==> src/rtl/serial_link_physical_tx_mc.sv <==
// Multi-channel TX physical layer: serialises a 2*NumLanes beat per channel onto NumLanes wires
// per divided-clock period (DDR or SDR) and forwards a phase-shifted clock per channel.
module serial_link_physical_tx_mc #(
    parameter int unsigned NumChannels = 1,
    parameter int unsigned NumLanes    = 8,
    parameter int unsigned MaxClkDiv   = 32,
    parameter int unsigned CntBeatW    = 16,
    localparam int unsigned CntW       = $clog2(MaxClkDiv) + 1
) (
    input  logic                            clk_i,
    input  logic                            rst_ni,
    input  logic [CntW-1:0]                 clk_div_i,
    input  logic [CntW-1:0]                 clk_shift_start_i,
    input  logic [CntW-1:0]                 clk_shift_end_i,
    input  logic                            ddr_en_i,
    input  logic [NumChannels-1:0]          chan_en_i,
    input  logic                            train_en_i,
    input  logic [NumChannels*2*NumLanes-1:0] data_i,
    input  logic                            valid_i,
    output logic                            ready_o,
    output logic [NumChannels-1:0]          clk_o,
    output logic [NumChannels*NumLanes-1:0] ddr_o,
    output logic [CntBeatW-1:0]             tx_beats_o
);

    localparam int unsigned BeatW = 2 * NumLanes;

    logic [CntW-1:0]                 r_cnt;
    logic [NumChannels-1:0]          r_clk;
    logic [NumChannels*NumLanes-1:0] r_ddr;
    logic [NumChannels*BeatW-1:0]    r_beat;
    logic                            r_beat_vld;
    logic                            r_train_ph;
    logic [CntBeatW-1:0]             r_tx_beats;

    logic [CntW-1:0]                 w_div;
    logic [CntW-1:0]                 w_half;
    logic                            w_last;
    logic                            w_active;
    logic                            w_toggle;
    logic                            w_accept;
    logic [NumChannels*BeatW-1:0]    w_pattern;
    logic [NumChannels*BeatW-1:0]    w_beat_d;
    logic [NumChannels*NumLanes-1:0] w_ddr_d;
    logic [NumChannels-1:0]          w_clk_d;

    // Handshake: a beat transfers on a cycle where valid_i && ready_o; ready_o only rises in the
    // last counter slot of a period, and never while the training pattern owns the link.
    assign w_div    = (clk_div_i < CntW'(2)) ? CntW'(2) : clk_div_i;
    assign w_half   = w_div >> 1;
    assign w_last   = (r_cnt == w_div - CntW'(1));
    assign w_active = valid_i | train_en_i;
    assign w_toggle = (r_cnt == clk_shift_start_i) || (r_cnt == clk_shift_end_i);
    assign ready_o  = valid_i & ~train_en_i & w_last;
    assign w_accept = valid_i & ready_o;

    always_comb begin
        w_pattern = '0;
        for (int c = 0; c < NumChannels; c++) begin
            if (ddr_en_i) begin
                w_pattern[c*BeatW+NumLanes +: NumLanes] = '1;
            end else begin
                w_pattern[c*BeatW +: BeatW] = {BeatW{r_train_ph}};
            end
        end
    end

    assign w_beat_d = train_en_i ? w_pattern : data_i;

    // Disabled channels park their pins; the shared counter keeps running regardless.
    always_comb begin
        w_ddr_d = r_ddr;
        w_clk_d = r_clk;
        for (int c = 0; c < NumChannels; c++) begin
            if (!chan_en_i[c]) begin
                w_ddr_d[c*NumLanes +: NumLanes] = '0;
                w_clk_d[c]                      = 1'b1;
            end else begin
                if (r_cnt == '0) begin
                    w_ddr_d[c*NumLanes +: NumLanes] =
                        r_beat_vld ? r_beat[c*BeatW +: NumLanes] : '0;
                end else if (ddr_en_i && (r_cnt == w_half)) begin
                    w_ddr_d[c*NumLanes +: NumLanes] =
                        r_beat_vld ? r_beat[c*BeatW+NumLanes +: NumLanes] : '0;
                end
                if (w_toggle) begin
                    w_clk_d[c] = ~r_clk[c];
                end
            end
        end
    end

    always_ff @(posedge clk_i or negedge rst_ni) begin
        if (!rst_ni) begin
            r_cnt      <= '0;
            r_clk      <= '1;
            r_ddr      <= '0;
            r_beat     <= '0;
            r_beat_vld <= 1'b0;
            r_train_ph <= 1'b0;
        end else if (!w_active) begin
            r_cnt      <= '0;
            r_clk      <= '1;
            r_ddr      <= '0;
            r_beat_vld <= 1'b0;
        end else begin
            r_cnt <= w_last ? '0 : r_cnt + CntW'(1);
            r_clk <= w_clk_d;
            r_ddr <= w_ddr_d;
            if (w_last) begin
                r_beat     <= w_beat_d;
                r_beat_vld <= 1'b1;
                if (train_en_i && !ddr_en_i) begin
                    r_train_ph <= ~r_train_ph;
                end
            end
        end
    end

    always_ff @(posedge clk_i or negedge rst_ni) begin
        if (!rst_ni) begin
            r_tx_beats <= '0;
        end else if (w_accept) begin
            r_tx_beats <= r_tx_beats + CntBeatW'(1);
        end
    end

    assign clk_o      = r_clk;
    assign ddr_o      = r_ddr;
    assign tx_beats_o = r_tx_beats;

endmodule

==> config.mk <==
export PLATFORM = sky130hd
export DESIGN_NAME = serial_link_physical_tx_mc
export DESIGN_NICKNAME = d
export VERILOG_FILES = /design/src/rtl/serial_link_physical_tx_mc.sv
export SDC_FILE = /design/constraint.sdc
export NUM_CORES = 1
export LEC_CHECK = 0
export ABC_CLOCK_PERIOD_IN_PS = 2530
export CAP_MARGIN = 40
export CORE_AREA = 2 2 81 83
export CTS_CLUSTER_DIAMETER = 150
export DETAILED_ROUTE_END_ITERATION = 7
export DIE_AREA = 0 0 83 85
export PLACE_DENSITY = 0.75
export SLEW_MARGIN = 20
export SYNTH_ARGS = -nofsm -noshare
export SYNTH_HDL_FRONTEND = slang
export SYNTH_SLANG_ARGS = --single-unit
==> constraint.sdc <==
create_clock -name clk_i -period 2.53 [get_ports clk_i]
set_input_delay 0.253 -clock clk_i [delete_from_list [all_inputs] [get_ports clk_i]]
set_output_delay 0.253 -clock clk_i [all_outputs]
set_load 0.02 [all_outputs]
==> out/metrics.cfg, run 1 <==
[drt]
wire_per_inst_um = 15.0
vias = 2309
vias_per_cell = 5.38
routed_wl_um = 6440
ant_nets = 0
drt_iter0_drc = 78
remaining_drc_errors = 0
drtPass1Iterations = 4

[floorplanning]
fp-row-count = 29
io_pins = 66
die_y_um = 85
die_w_um = 83
start_util = 0.438
fp.dieArea_um2 = 7060
core_area_um2 = 6200

[synth]
synth_edf_count = 0
synth-async-reset-ratio = 1.00
synthFlopType = dfrtp_1
netlist_area_um2 = 2720
ys_warn_count = 0
synth_top_area_cell = dfrtp_1
netlist_top_cells_area = dfrtp_1 (44%), xnor2_1 (7.1%), xor2_1 (6.5%), mux2_2 (3.7%), mux2i_1 (3.3%)
synth.avg_cell_area_um2 = 10.1
synth_top_cell_area_share = 0.442
synth.distinct_cells = 43
syn-num-nets = 314
synthCells = 270
synth-seq-area-share = 0.452
synth_seq_cells = 49

[place]
dpl.hpwl_um = 4870
placed_area_um2 = 3560
io_buffer_count = 65
placedCellCount = 419
routabilityCongestion = 0.874

[cts]
clk-insertion-delay-late_ns = 0.30
cts.sink_count = 49
tritoncts = yes
cts_buffer_depth = 2
clockRootBuffer = clkbuf_8
cts_buffers = 5
cts-htree-levels = 2
path_clk_slew_ns = 0.09

[finish]
areaGrowthSynthToFinish_pct = 38.2
final_cells = 429
fin_util = 0.605
antennaDiodeCount = 0
stdcell_area_um2 = 3750
layout.nets = 395
layout-drive-gt1-share = 0.159
fill_cells = 537
multi_input_area_um2 = 1430
seqCellArea_um2 = 1230

[pwr]
power_frac_comb = 0.328
p_seq_frac = 0.444
p_sw_frac = 0.324
p_per_area_nw_per_um2 = 649
p_leak_nw = 1.67
switchingPower_w = 0.000789
internal_power_w = 0.00165
clockPowerShare = 0.228
ir_drop_uv = 314

[critical_path]
start_kind = primary input
critPathArrivalTime_ns = 2.16
worstPathMaxFanout = 4
critPathKind = primary input to output port
required_ns = 2.28
cp-end-kind = output port

[timing]
setup_viol = 0
fin_crit_sh = 0.953
fmax_mhz = 415
fin_crit_ns = 2.41
final-hold-violation-count = 0
finalClockSkew_ns = 0.00907
setup_tns_ns = 0
whs_ns = 0.469
final-max-slew-violation-count = 0
slew-limit-headroom = 0.616
tightest_slew_ns = 0.574
grt_setup_unrepaired = false

[grt]
grt_max_degree = 27
grt.total_usage = 0.189
grt.overflow.total = 0
grt_pass1_wl_um = 10900
antenna_found_initial = 0
grt_pass1_vias = 2366

[min_path]
hold_path_class = primary input to asynchronous set/reset pin

[run_status]
status = finished clean

[flow_run]
cap_viol_max_count = 0

worst max-delay path, cell delays in order:
cell and delay [ns]:
clkdlybuf4s15_1 0.19, or4_4 0.52, o21ai_2 0.14, ha_2 0.22, xor2_1 0.15, nor2_1 0.05, a211o_1 0.26, and4b_1 0.24
buf_6 0.14
registers in the layout, indices dropped and copies added, names as in the netlist:
| name | flops |
|---|---|
| tx_beats_o | 16 |
| r_beat | 16 |
| ddr_o | 8 |
| r_train_ph | 1 |
| r_beat_vld | 1 |
| r_cnt | 6 |
| clk_o | 1 |
final timing paths:
check / to / slack, ns / cells past startpoint / from
max: ready_o / 0.12 / 9 / clk_div_i[2]
min: tx_beats_o[10]$_DFFE_PN0P_ / 0.47 / 2 / rst_ni
max reg2reg: r_beat[3]$_DFFE_PN0P_ / 0.38 / 7 / r_cnt[5]$_DFF_PN0_
min reg2reg: tx_beats_o[15]$_DFFE_PN0P_ / 0.49 / 1 / tx_beats_o[15]$_DFFE_PN0P_
max in group asynchronous: clk_o$_DFFE_PN1P_ / 1.27 / 3 / rst_ni
min in group clk_i: tx_beats_o[15]$_DFFE_PN0P_ / 0.49 / 1 / tx_beats_o[15]$_DFFE_PN0P_
placed cells by master, fill, tap and decap left out, types with 4 or more instances in the layout:
cell type	instances
nand3_1	11
and3_1	4
dfrtp_1	48
o41ai_1	7
buf_6	4
mux2i_1	9
mux2_2	5
nor3_1	6
or3_1	5
buf_4	19
mux2_4	4
nand4_1	5
nand2_1	17
xor2_1	20
inv_1	13
o21ai_0	17
nor2_1	20
o31ai_1	8
clkdlybuf4s50_1	59
xnor2_1	22
clkbuf_8	5
cells by family after synthesis:
family | count (synthesis) | share of synthesized area
DFF | 49 | 0.452
muxes | 18 | 0.0705
buffers and inverters | 28 | 0.0424
AOI/OAI and AO/OA | 45 | 0.112
and+or+nand+nor | 84 | 0.169
xor gates and xnor gates | 42 | 0.135
adders and majority gates | 4 | 0.0184
repair_timing:
| action | 4_1_cts | 5_1_grt |
|---|---|---|
| pin swaps | 8 | 8 |
| hold buffers | 1 | 0 |
| endpoints found under the hold margin | 25 | 0 |
| setup buffers | 0 | 1 |
| setup endpoints to repair | 36 | 27 |
| resized for setup | 16 | 13 |
power by group through the flow:
stage | Sequential (W) | Combinational (W) | Clock [W]
finish | 0.00108 | 0.000800 | 0.000556
global route | 0.00111 | 0.000885 | 0.000596
CTS | 0.00107 | 0.000780 | 0.000567
detailed placement | 0.00109 | 0.000774 | 0
global placement | 0.00108 | 0.000740 | 0
floorplan | 0.00104 | 0.000527 | 0
layer usage:
metal | global-route usage | wire, um | part of all wire
met1 | 0.238 | 2850 | 0.44
met2 | 0.337 | 3290 | 0.51
met3 | 0.0272 | 220 | 0.034
met4 | 0.0611 | 75 | 0.012
met5 | 0 | 0 | 0
through the flow:
step                total power (W)  worst slack, ns
floorplan                   0.00156          0.00990
CTS                         0.00242           0.0182
global placement            0.00182           -0.613
global route                0.00259           0.0211
detailed placement          0.00186           -0.652
finish                      0.00244            0.118
area by class of cell:
class,instances,area share
timing repair buffer,89,0.224
tap,77,0.0257
multi-input combinational,193,0.380
sequential,49,0.327
clock inverter,2,0.0103
inverter,13,0.0130
clock buffer,6,0.0193
cells in the mapped netlist (all sizes together), types with 4 or more instances:
| cell | number |
|---|---|
| nor2 | 21 |
| o31ai | 9 |
| and3 | 4 |
| xor2 | 20 |
| dfrtp | 48 |
| or3 | 5 |
| ha | 4 |
| nand3 | 11 |
| o21ai | 18 |
| nor3 | 6 |
| xnor2 | 22 |
| nand2 | 17 |
| mux2i | 9 |
| clkbuf | 10 |
| mux2 | 9 |
| o41ai | 8 |
| buf | 5 |
| inv | 13 |
| nand4 | 5 |
Power figures use the tool's default switching activity.
==> inputs of run 2 (changes only) <==
Settings changed: CTS_CLUSTER_SIZE set to 10.
==> results of run 2 <==
The final DEF is identical to that of run 1; final timing and power are the same.
